### src/rtl/lc3_operand_fetch_if.sv
// Signal bundle of the LC-3 operand-fetch stage: decode input, register-file read ports,
// writeback snoop, execute output and scoreboard view. The stage uses the slave modport.
interface lc3_operand_fetch_if;
  logic        dec_valid;
  logic        dec_ready;
  logic [2:0]  dec_sr1;
  logic [2:0]  dec_sr2;
  logic        dec_use_sr1;
  logic        dec_use_sr2;
  logic [2:0]  dec_dr;
  logic        dec_wr_dr;
  logic [15:0] dec_ctrl;

  logic        rf_ren0;
  logic        rf_ren1;
  logic [2:0]  rf_raddr0;
  logic [2:0]  rf_raddr1;
  logic [15:0] rf_rdata0;
  logic [15:0] rf_rdata1;

  logic        wb_valid;
  logic [2:0]  wb_addr;
  logic [15:0] wb_data;

  logic        out_valid;
  logic        out_ready;
  logic [15:0] out_op1;
  logic [15:0] out_op2;
  logic [2:0]  out_dr;
  logic        out_wr_dr;
  logic [15:0] out_ctrl;

  logic [7:0]  sb_busy;

  modport slave (
    input  dec_valid, dec_sr1, dec_sr2, dec_use_sr1, dec_use_sr2, dec_dr, dec_wr_dr, dec_ctrl,
    input  rf_rdata0, rf_rdata1, wb_valid, wb_addr, wb_data, out_ready,
    output dec_ready, rf_ren0, rf_ren1, rf_raddr0, rf_raddr1,
    output out_valid, out_op1, out_op2, out_dr, out_wr_dr, out_ctrl, sb_busy
  );

  modport master (
    output dec_valid, dec_sr1, dec_sr2, dec_use_sr1, dec_use_sr2, dec_dr, dec_wr_dr, dec_ctrl,
    output rf_rdata0, rf_rdata1, wb_valid, wb_addr, wb_data, out_ready,
    input  dec_ready, rf_ren0, rf_ren1, rf_raddr0, rf_raddr1,
    input  out_valid, out_op1, out_op2, out_dr, out_wr_dr, out_ctrl, sb_busy
  );
endinterface

### src/rtl/lc3_operand_fetch.sv
// LC-3 operand-fetch stage: scoreboarded RAW/WAW stall, regfile read, operand hand-off.
// Define LC3_OPFETCH_BYPASS_EN to forward same-cycle writeback data instead of stalling a cycle.
module lc3_operand_fetch (
  input logic                clk,
  input logic                rst_n,
  lc3_operand_fetch_if.slave bus
);
  typedef enum logic [1:0] {StIdle, StRead, StValid} state_e;

  state_e      state_q, state_d;
  logic [7:0]  sb_q, sb_d;
  logic [15:0] op1_q, op1_d, op2_q, op2_d, ctrl_q, ctrl_d;
  logic [2:0]  dr_q, dr_d;
  logic        wr_dr_q, wr_dr_d, use1_q, use1_d, use2_q, use2_d;
  logic        wb_hit1, wb_hit2, wb_hitd;
  logic        hazard, ready, accept;
  logic [15:0] src1, src2;

`ifdef LC3_OPFETCH_BYPASS_EN
  logic [15:0] byp1_q, byp1_d, byp2_q, byp2_d;
  logic        bypf1_q, bypf1_d, bypf2_q, bypf2_d;

  assign wb_hit1 = bus.wb_valid && (bus.wb_addr == bus.dec_sr1);
  assign wb_hit2 = bus.wb_valid && (bus.wb_addr == bus.dec_sr2);
  assign wb_hitd = bus.wb_valid && (bus.wb_addr == bus.dec_dr);
  // The regfile returns pre-write data for a same-cycle writeback, so the bypass copy wins.
  assign src1    = bypf1_q ? byp1_q : bus.rf_rdata0;
  assign src2    = bypf2_q ? byp2_q : bus.rf_rdata1;

  always_comb begin
    bypf1_d = bypf1_q;
    bypf2_d = bypf2_q;
    byp1_d  = byp1_q;
    byp2_d  = byp2_q;
    if (accept) begin
      bypf1_d = wb_hit1;
      bypf2_d = wb_hit2;
      byp1_d  = bus.wb_data;
      byp2_d  = bus.wb_data;
    end
  end

  always_ff @(posedge clk or negedge rst_n) begin
    if (!rst_n) begin
      bypf1_q <= 1'b0;
      bypf2_q <= 1'b0;
      byp1_q  <= 16'h0000;
      byp2_q  <= 16'h0000;
    end else begin
      bypf1_q <= bypf1_d;
      bypf2_q <= bypf2_d;
      byp1_q  <= byp1_d;
      byp2_q  <= byp2_d;
    end
  end
`else
  assign wb_hit1 = 1'b0;
  assign wb_hit2 = 1'b0;
  assign wb_hitd = 1'b0;
  assign src1    = bus.rf_rdata0;
  assign src2    = bus.rf_rdata1;
`endif

  always_comb begin
    hazard = (bus.dec_use_sr1 && sb_q[bus.dec_sr1] && !wb_hit1) ||
             (bus.dec_use_sr2 && sb_q[bus.dec_sr2] && !wb_hit2) ||
             (bus.dec_wr_dr   && sb_q[bus.dec_dr]  && !wb_hitd);
    ready  = (state_q == StIdle) && !hazard;
    accept = bus.dec_valid && ready;
  end

  always_comb begin
    state_d = state_q;
    op1_d   = op1_q;
    op2_d   = op2_q;
    ctrl_d  = ctrl_q;
    dr_d    = dr_q;
    wr_dr_d = wr_dr_q;
    use1_d  = use1_q;
    use2_d  = use2_q;
    sb_d    = sb_q;
    unique case (state_q)
      StIdle: begin
        if (accept) begin
          dr_d    = bus.dec_dr;
          wr_dr_d = bus.dec_wr_dr;
          ctrl_d  = bus.dec_ctrl;
          use1_d  = bus.dec_use_sr1;
          use2_d  = bus.dec_use_sr2;
          state_d = StRead;
        end
      end
      StRead: begin
        op1_d   = use1_q ? src1 : 16'h0000;
        op2_d   = use2_q ? src2 : 16'h0000;
        state_d = StValid;
      end
      StValid: begin
        if (bus.out_ready) state_d = StIdle;
      end
      default: state_d = StIdle;
    endcase
    // Set after clear so a same-cycle retire and reissue of a register keeps it busy.
    if (bus.wb_valid) sb_d[bus.wb_addr] = 1'b0;
    if (accept && bus.dec_wr_dr) sb_d[bus.dec_dr] = 1'b1;
  end

  always_ff @(posedge clk or negedge rst_n) begin
    if (!rst_n) begin
      state_q <= StIdle;
      sb_q    <= 8'h00;
      op1_q   <= 16'h0000;
      op2_q   <= 16'h0000;
      ctrl_q  <= 16'h0000;
      dr_q    <= 3'd0;
      wr_dr_q <= 1'b0;
      use1_q  <= 1'b0;
      use2_q  <= 1'b0;
    end else begin
      state_q <= state_d;
      sb_q    <= sb_d;
      op1_q   <= op1_d;
      op2_q   <= op2_d;
      ctrl_q  <= ctrl_d;
      dr_q    <= dr_d;
      wr_dr_q <= wr_dr_d;
      use1_q  <= use1_d;
      use2_q  <= use2_d;
    end
  end

  always_comb begin
    bus.dec_ready = ready;
    bus.rf_ren0   = accept && bus.dec_use_sr1;
    bus.rf_ren1   = accept && bus.dec_use_sr2;
    bus.rf_raddr0 = bus.dec_sr1;
    bus.rf_raddr1 = bus.dec_sr2;
    bus.out_valid = (state_q == StValid);
    bus.out_op1   = op1_q;
    bus.out_op2   = op2_q;
    bus.out_dr    = dr_q;
    bus.out_wr_dr = wr_dr_q;
    bus.out_ctrl  = ctrl_q;
    bus.sb_busy   = sb_q;
  end
endmodule

### src/flat_wrapper.sv
// flat-port wrapper written by rule: the top's interface ports become plain ports
module lc3_operand_fetch_flat 
  (clk, rst_n, bus_dec_valid, bus_dec_sr1, bus_dec_sr2, bus_dec_use_sr1, bus_dec_use_sr2, bus_dec_dr, bus_dec_wr_dr, bus_dec_ctrl, bus_rf_rdata0, bus_rf_rdata1, bus_wb_valid, bus_wb_addr, bus_wb_data, bus_out_ready, bus_dec_ready, bus_rf_ren0, bus_rf_ren1, bus_rf_raddr0, bus_rf_raddr1, bus_out_valid, bus_out_op1, bus_out_op2, bus_out_dr, bus_out_wr_dr, bus_out_ctrl, bus_sb_busy);
  lc3_operand_fetch_if bus_i ();
  input logic clk;
  input logic rst_n;
  input wire logic [$bits(bus_i.dec_valid)-1:0] bus_dec_valid;
  input wire logic [$bits(bus_i.dec_sr1)-1:0] bus_dec_sr1;
  input wire logic [$bits(bus_i.dec_sr2)-1:0] bus_dec_sr2;
  input wire logic [$bits(bus_i.dec_use_sr1)-1:0] bus_dec_use_sr1;
  input wire logic [$bits(bus_i.dec_use_sr2)-1:0] bus_dec_use_sr2;
  input wire logic [$bits(bus_i.dec_dr)-1:0] bus_dec_dr;
  input wire logic [$bits(bus_i.dec_wr_dr)-1:0] bus_dec_wr_dr;
  input wire logic [$bits(bus_i.dec_ctrl)-1:0] bus_dec_ctrl;
  input wire logic [$bits(bus_i.rf_rdata0)-1:0] bus_rf_rdata0;
  input wire logic [$bits(bus_i.rf_rdata1)-1:0] bus_rf_rdata1;
  input wire logic [$bits(bus_i.wb_valid)-1:0] bus_wb_valid;
  input wire logic [$bits(bus_i.wb_addr)-1:0] bus_wb_addr;
  input wire logic [$bits(bus_i.wb_data)-1:0] bus_wb_data;
  input wire logic [$bits(bus_i.out_ready)-1:0] bus_out_ready;
  output wire logic [$bits(bus_i.dec_ready)-1:0] bus_dec_ready;
  output wire logic [$bits(bus_i.rf_ren0)-1:0] bus_rf_ren0;
  output wire logic [$bits(bus_i.rf_ren1)-1:0] bus_rf_ren1;
  output wire logic [$bits(bus_i.rf_raddr0)-1:0] bus_rf_raddr0;
  output wire logic [$bits(bus_i.rf_raddr1)-1:0] bus_rf_raddr1;
  output wire logic [$bits(bus_i.out_valid)-1:0] bus_out_valid;
  output wire logic [$bits(bus_i.out_op1)-1:0] bus_out_op1;
  output wire logic [$bits(bus_i.out_op2)-1:0] bus_out_op2;
  output wire logic [$bits(bus_i.out_dr)-1:0] bus_out_dr;
  output wire logic [$bits(bus_i.out_wr_dr)-1:0] bus_out_wr_dr;
  output wire logic [$bits(bus_i.out_ctrl)-1:0] bus_out_ctrl;
  output wire logic [$bits(bus_i.sb_busy)-1:0] bus_sb_busy;
  assign bus_i.dec_valid = bus_dec_valid;
  assign bus_i.dec_sr1 = bus_dec_sr1;
  assign bus_i.dec_sr2 = bus_dec_sr2;
  assign bus_i.dec_use_sr1 = bus_dec_use_sr1;
  assign bus_i.dec_use_sr2 = bus_dec_use_sr2;
  assign bus_i.dec_dr = bus_dec_dr;
  assign bus_i.dec_wr_dr = bus_dec_wr_dr;
  assign bus_i.dec_ctrl = bus_dec_ctrl;
  assign bus_i.rf_rdata0 = bus_rf_rdata0;
  assign bus_i.rf_rdata1 = bus_rf_rdata1;
  assign bus_i.wb_valid = bus_wb_valid;
  assign bus_i.wb_addr = bus_wb_addr;
  assign bus_i.wb_data = bus_wb_data;
  assign bus_i.out_ready = bus_out_ready;
  assign bus_dec_ready = bus_i.dec_ready;
  assign bus_rf_ren0 = bus_i.rf_ren0;
  assign bus_rf_ren1 = bus_i.rf_ren1;
  assign bus_rf_raddr0 = bus_i.rf_raddr0;
  assign bus_rf_raddr1 = bus_i.rf_raddr1;
  assign bus_out_valid = bus_i.out_valid;
  assign bus_out_op1 = bus_i.out_op1;
  assign bus_out_op2 = bus_i.out_op2;
  assign bus_out_dr = bus_i.out_dr;
  assign bus_out_wr_dr = bus_i.out_wr_dr;
  assign bus_out_ctrl = bus_i.out_ctrl;
  assign bus_sb_busy = bus_i.sb_busy;
  lc3_operand_fetch u_core (.clk(clk), .rst_n(rst_n), .bus(bus_i));
endmodule
### config.mk
export PLATFORM = sky130hd
export DESIGN_NAME = lc3_operand_fetch_flat
export DESIGN_NICKNAME = d
export VERILOG_FILES = /design/src/rtl/lc3_operand_fetch_if.sv /design/src/rtl/lc3_operand_fetch.sv /design/src/flat_wrapper.sv
export SDC_FILE = /design/constraint.sdc
export NUM_CORES = 1
export LEC_CHECK = 0
export BUFFER_PORTS_ARGS = -buffer_cell sky130_fd_sc_hd__clkbuf_2
export CORE_MARGIN = 2
export CORE_UTILIZATION = 41
export DETAILED_ROUTE_END_ITERATION = 6
export PLACE_DENSITY = 0.76
export SYNTH_ARGS = -nofsm -noshare
export SYNTH_HDL_FRONTEND = slang
export SYNTH_SLANG_ARGS = --single-unit
### constraint.sdc
create_clock -name clk -period 2 [get_ports clk]
set_clock_uncertainty 0.2 [all_clocks]
set_input_delay 0.4 -clock clk [delete_from_list [all_inputs] [get_ports clk]]
set_output_delay 0.4 -clock clk [all_outputs]
set_load 0.1 [all_outputs]
After elaboration in Yosys (flattened, before gate mapping)
Cells that the tools add are included.
{"block": "op_classes", "bitwise_logic": 3, "reduce_logical": 16, "n_eq_ne": 4, "n_mux": 17, "magnitude_cmp": 6}
{"cell": "two-way mux 16 bit", "count": 2}
{"cell": "less-than comparator 3 x 4 -> 1 bit (second input constant)", "count": 4}
{"cell": "two-way mux 8 bit", "count": 2}
{"cell": "logical AND 1 bit", "count": 10}
{"cell": "binary-select mux 1 bit (select 3 bit)", "count": 3}
{"cell": "AND 8 bit", "count": 1}
{"cell": "inverter 8 bit", "count": 1}
{"cell": "OR 8 bit", "count": 1}
{"cell": "demux 1 bit (select 3 bit)", "count": 2}
{"cell": "greater-or-equal comparator 3 x 1 -> 1 bit (second input constant)", "count": 2}
{"cell": "case mux 2 bit (3 select lines)", "count": 1}
{"cell": "two-way mux 1 bit", "count": 5}
{"cell": "two-way mux 2 bit", "count": 2}
{"cell": "AND reduction 2 bit", "count": 2}
{"cell": "== test 2 x 1 -> 1 bit (second input constant)", "count": 1}
{"cell": "== test 2 bit (second input constant)", "count": 1}
{"cell": "logical NOT 2 bit", "count": 1}
{"cell": "logical OR 1 bit", "count": 2}
{"cell": "inequality test 2 x 1 -> 1 bit (second input constant)", "count": 1}
{"cell": "inequality test 2 bit (second input constant)", "count": 1}
{"cell": "logical NOT 1 bit", "count": 1}
{"block": "totals", "out_inout_bits": 70, "in_bits": 84, "elab_cells": 55, "ff_bits": 64}

Logic depth before layout (Yosys ltp)
{"block": "logic_depth", "ltp_word": 10, "mapped_depth": 7, "mapped_depth_nobuf": 5}

Worst setup path after synthesis
No wires, ideal clock.
{"block": "synth_timing", "kind": "flip-flop to output port", "start": "register u_core.sb_q[5], in the netlist u_core.bus.sb_busy[5]", "end": "output bus_rf_ren0", "required_time_ns": 1.400, "stages_incl_launch_ff": 6, "path_buffers": 0, "slack_ns": -1.930, "arrival_ns": 3.330, "cell_sequence": "dfrtp_1 > mux2_1 > a221o_1 > a21oi_2 > o211a_1 > and3_1"}
{"block": "synth_via", "elab_chain_cells": 9, "elab_cells_between_ends": 15, "classes_between": "mux: 6; reduce/logical: 9"}
{"element": "from (decl)", "line_no": "lc3_operand_fetch.sv:11", "rtl": "logic [7:0] sb_q, sb_d;"}
{"element": "from (signal assigned)", "line_no": "lc3_operand_fetch.sv:111", "rtl": "sb_q <= 8'h00;"}
{"element": "from (signal assigned)", "line_no": "lc3_operand_fetch.sv:121", "rtl": "sb_q <= sb_d;"}
{"element": "binary-select mux 1 bit (select 3 bit), on equally long branches", "line_no": "lc3_operand_fetch.sv:65, lc3_operand_fetch.sv:66"}
{"element": "two-way mux 1 bit, on equally long branches", "line_no": "lc3_operand_fetch.sv:65, lc3_operand_fetch.sv:66"}
{"element": "logical AND 1 bit, on equally long branches", "line_no": "lc3_operand_fetch.sv:65, lc3_operand_fetch.sv:66"}
{"element": "logical OR 1 bit", "line_no": "lc3_operand_fetch.sv:65", "rtl": "hazard = (bus.dec_use_sr1 && sb_q[bus.dec_sr1] && !wb_hit1) ||"}
{"element": "logical OR 1 bit *", "line_no": "lc3_operand_fetch.sv:66", "rtl": "(bus.dec_use_sr2 && sb_q[bus.dec_sr2] && !wb_hit2) ||"}
{"element": "logical NOT 1 bit *", "line_no": "lc3_operand_fetch.sv:68", "rtl": "ready = (state_q == StIdle) && !hazard;"}
{"element": "logical AND 1 bit *", "line_no": "lc3_operand_fetch.sv:68"}
{"element": "named net bus_dec_ready", "line_no": "flat_wrapper.sv:21", "rtl": "output wire logic [$bits(bus_i.dec_ready)-1:0] bus_dec_ready;"}
{"element": "logical AND 1 bit *", "line_no": "lc3_operand_fetch.sv:69", "rtl": "accept = bus.dec_valid && ready;"}
{"element": "logical AND 1 bit *", "line_no": "lc3_operand_fetch.sv:134", "rtl": "bus.rf_ren0 = accept && bus.dec_use_sr1;"}
{"element": "to (decl)", "line_no": "flat_wrapper.sv:22", "rtl": "output wire logic [$bits(bus_i.rf_ren0)-1:0] bus_rf_ren0;"}
Mark *: on every way through the listed nets, which the timed path passes. The rest lies on a longest branch. The select of a mux whose other input is x is not followed.

Worst setup path after layout
{"block": "layout_timing", "start": "register u_core.sb_q[5], in the netlist u_core.bus.sb_busy[5]", "end": "output bus_rf_ren0"}
{"block": "layout_via", "elab_chain_cells": 9, "elab_cells_between_ends": 15, "classes_between": "mux: 6; reduce/logical: 9"}
{"element": "binary-select mux 1 bit (select 3 bit), on equally long branches", "line_no": "lc3_operand_fetch.sv:65, lc3_operand_fetch.sv:66"}
{"element": "two-way mux 1 bit, on equally long branches", "line_no": "lc3_operand_fetch.sv:65, lc3_operand_fetch.sv:66"}
{"element": "logical AND 1 bit, on equally long branches", "line_no": "lc3_operand_fetch.sv:65, lc3_operand_fetch.sv:66"}
{"element": "logical OR 1 bit", "line_no": "lc3_operand_fetch.sv:65"}
{"element": "logical OR 1 bit *", "line_no": "lc3_operand_fetch.sv:66"}
{"element": "logical NOT 1 bit *", "line_no": "lc3_operand_fetch.sv:68"}
{"element": "logical AND 1 bit *", "line_no": "lc3_operand_fetch.sv:68"}
{"element": "logical AND 1 bit *", "line_no": "lc3_operand_fetch.sv:69"}
{"element": "logical AND 1 bit *", "line_no": "lc3_operand_fetch.sv:134"}
Every way passes the cells marked *; elsewhere a longest branch is shown, timed or not. The select of a mux whose other input is x is not followed.

==> results.json <==
{
  "worst_r2r_startpoint": "u_core.bus.sb_busy[1]$_DFF_PN0_",
  "worstSetupPathType": "flop to primary output",
  "required_time_worst_endpoint_ns": 1.40,
  "nNetsFinal": 524,
  "ys_seq_elements": 64,
  "fp.coreArea_um2": 7140,
  "yosys.area_share.xor_xnor_pct": 0,
  "clock_sink_count": 64,
  "rsz0062_at_grt": "yes",
  "floorplan.die_area_um2": 7940,
  "synth-edff-count": 0,
  "critPathSlowestCell": "dfrtp_4",
  "clk-insertion-delay-late_ns": 0.35,
  "synth_seq_area_share_pct": 54.0,
  "post_synth_instance_area_um2": 2970,
  "crit_fanout": 3,
  "timing.final.hold_violations": 0,
  "layout.cells.most_common_list": "clkbuf_2, nand2_1, dfrtp_1",
  "synthesis.nets": 359,
  "synthDominantCellAreaShare_pct": 54.0,
  "critical_path_depth": 8,
  "grt_overflow": 0,
  "yosys_most_used_dff": "dfrtp_1",
  "drcViolationCount": 0,
  "critPathCaptureType": "primary output",
  "worst_setup_path_startpoint": "u_core.bus.sb_busy[5]$_DFF_PN0_",
  "timing.final.crit_period_ns": 2.80,
  "maxCapViolCount": 0,
  "cp-endpoint": "bus_rf_ren0",
  "reg2reg_to": "u_core.bus.out_ctrl[5]$_DFFE_PN0P_",
  "count_of_warnings_emitted_by_yosys": 0,
  "die_height_um": 89.1,
  "tightestPinTransition_ns": 0.556,
  "setup_slack_of_the_critical_path_after_layout_ns": -0.799,
  "wire_length_after_detailed_routing_um": 7920,
  "post_synth_num_cell_types": 30,
  "initial_utilization_pct": 41.6,
  "hold_slack_ns": 0.0597,
  "synthArstFlopShare_pct": 100,
  "max_freq_ghz": 0.357,
  "r2r_cell_count": 8,
  "yosys.area_share.adder_pct": 0,
  "detail_route.vias_per_cell": 4.85,
  "delay_of_the_slowest_cell_on_the_worst_path_ns": 0.48,
  "synth_area_in_simple_gates_pct": 13.9,
  "timing.final.max_slew_violations": 0,
  "detailed_place_hpwl_um": 5700,
  "cts_made_buffers": 9,
  "ff2ff_setup_slack_ns": -0.47,
  "first_global_vias": 2481,
  "drtAntennaViolNets": 0,
  "cts.root.buffer_cell": "clkbuf_8",
  "num_io_pins": 154,
  "violations": "setup timing",
  "core.rowCount": 31,
  "cts.reportedPaths.clkPinSlew_ns": 0.08,
  "syn-instance-count": 275,
  "synthTopCellsByArea": "dfrtp_1, mux2_4, nand2_1, o21ai_0, mux2i_1",
  "synth_largest_area_cell": "dfrtp_1",
  "drtPass1Iterations": 5,
  "synth.avg_cell_area_um2": 10.8,
  "final_layout_size_suffix_gt1_share_pct": 54.6,
  "clock_tree.htree_level_count": 3,
  "leading_cell_type_in_the_layout_fill_and_taps_excluded": "clkbuf_2",
  "post_synth_mux_area_share_pct": 14.4,
  "run_status": "complete, but fails checks",
  "route.detailed.wl_per_inst_um": 14.6,
  "slew_headroom_pct": 63.1,
  "post-route-period-util_pct": 140,
  "antenna_found_initial": 0,
  "drt_first_iter_violations": 113,
  "place.gp.congestion": 0.849,
  "worst-path-buf-inv": 3,
  "timing.critical_path.cells": "buf_6 -> mux2i_1 -> o22ai_1 -> nor4_2 -> buf_4 -> o211a_4 -> and3_4 -> buf_12",
  "worst_hold_path_type": "primary input to flop",
  "synth_compound_gate_area_share_pct": 12.6,
  "n_fill_cell": 598,
  "grt_pass1_wl_um": 11900,
  "setup_viol_count_final": 34,
  "buffer_ports.inserted": 137,
  "cp_data_arrival_time_ns": 2.20,
  "grtUsageTotal_pct": 20.2,
  "n_antenna_cell": 0,
  "grt_start_max_net_pins": 66,
  "worstSetupStartpointType": "flop",
  "synth_top_family_by_area": "multiplexers",
  "cell_family_with_the_largest_share_of_critical_path_delay": "flip-flops",
  "vias": 2637,
  "tritoncts": "done",
  "floorplan.die.width_um": 89.1,
  "maximum_buffer_depth_of_the_clock_tree": 2,
  "area.growth.synth_to_final_pct": 51.6
}
## synthesized netlist by cell type, types with 2 or more instances
master     n
nand2_1   70
dfrtp_1   64
o21ai_0   39
mux2_4    21
clkbuf_1  13
mux2i_1    9
nand2b_1   8
o31ai_1    8
buf_4      6
nand3b_1   5
o22ai_1    4
buf_6      3
inv_1      3
and3_1     2
buf_2      2
nand3_1    2
o41ai_2    2
or3b_2     2
## per-layer routing
metal  global-route usage, %  share of wire (%)  vias to the layer above
met5                       0                  0                        -
met4                    8.82                2.4                        0
met3                    5.45                6.8                       20
met2                    33.4                 49                      111
met1                    24.7                 41                     1244
li1                        -                  -                     1262
## through the flow
| step | instance area, um2 | setup TNS (ns) | std cells | setup WS, ns | utilization [%] |
|---|---|---|---|---|---|
| 4_1_cts | 4490 | -16.00 | 544 | -0.791 | 63.0 |
| 3_5_place_dp | 4040 | -14.61 | 518 | -0.534 | 56.6 |
| 5_1_grt | 4500 | -16.23 | 544 | -0.846 | 63.1 |
| 6_report | 4500 | -14.96 | 544 | -0.799 | 63.1 |
| 2_1_floorplan | 3000 | -14.44 | 275 | -0.865 | - |
| 3_3_place_gp | 4040 | -13.19 | 518 | -0.500 | 56.6 |
## how the worst min path moves through the flow
stage,depth (start not counted),endpoint,start
global route,2,u_core.state_q[1]$_DFFE_PN0P_,bus_out_ready
finish,2,u_core.state_q[1]$_DFFE_PN0P_,bus_out_ready
floorplan,0,u_core.bus.out_ctrl[0]$_DFFE_PN0P_,rst_n
detailed placement,1,u_core.bus.sb_busy[1]$_DFF_PN0_,rst_n
global placement,1,u_core.bus.sb_busy[1]$_DFF_PN0_,rst_n
CTS,2,u_core.state_q[1]$_DFFE_PN0P_,bus_out_ready
## kinds of logic after synthesis
group                  Yosys count
AOI/OAI and AO/OA               59
buffers and inverters           28
DFF                             64
muxes                           32
and+or+nand+nor                 92
## registers in the layout (all words and copies together), names as in the netlist
register,count
u_core.bus.out_op2,16
u_core.bus.out_op1,16
u_core.bus.out_wr_dr,1
u_core.use2_q,1
u_core.bus.out_dr,3
u_core.bus.sb_busy,8
u_core.bus.out_ctrl,16
u_core.use1_q,1
u_core.state_q,2
## area by class of cell
cell class | instances | area (um2) | area share (%)
tap | 99 | 124 | 2.75
clock buffer | 9 | 124 | 2.75
timing repair buffer | 179 | 1210 | 26.9
clock inverter | 7 | 71.3 | 1.58
sequential | 64 | 1620 | 35.9
inverter | 3 | 11.3 | 0.250
multi-input combinational | 183 | 1340 | 29.8
## timing repair
action,in CTS,in global routing
gates cloned,3,0
hold buffers,1,0
setup endpoints to repair,34,34
endpoints found under the hold margin,15,0
gates resized for setup,22,7
setup buffers,6,2
pin swaps,7,1
Power is left out: the tool's default activity adds up to more than one toggle a clock period on the data nets, which glitch-free logic cannot reach.
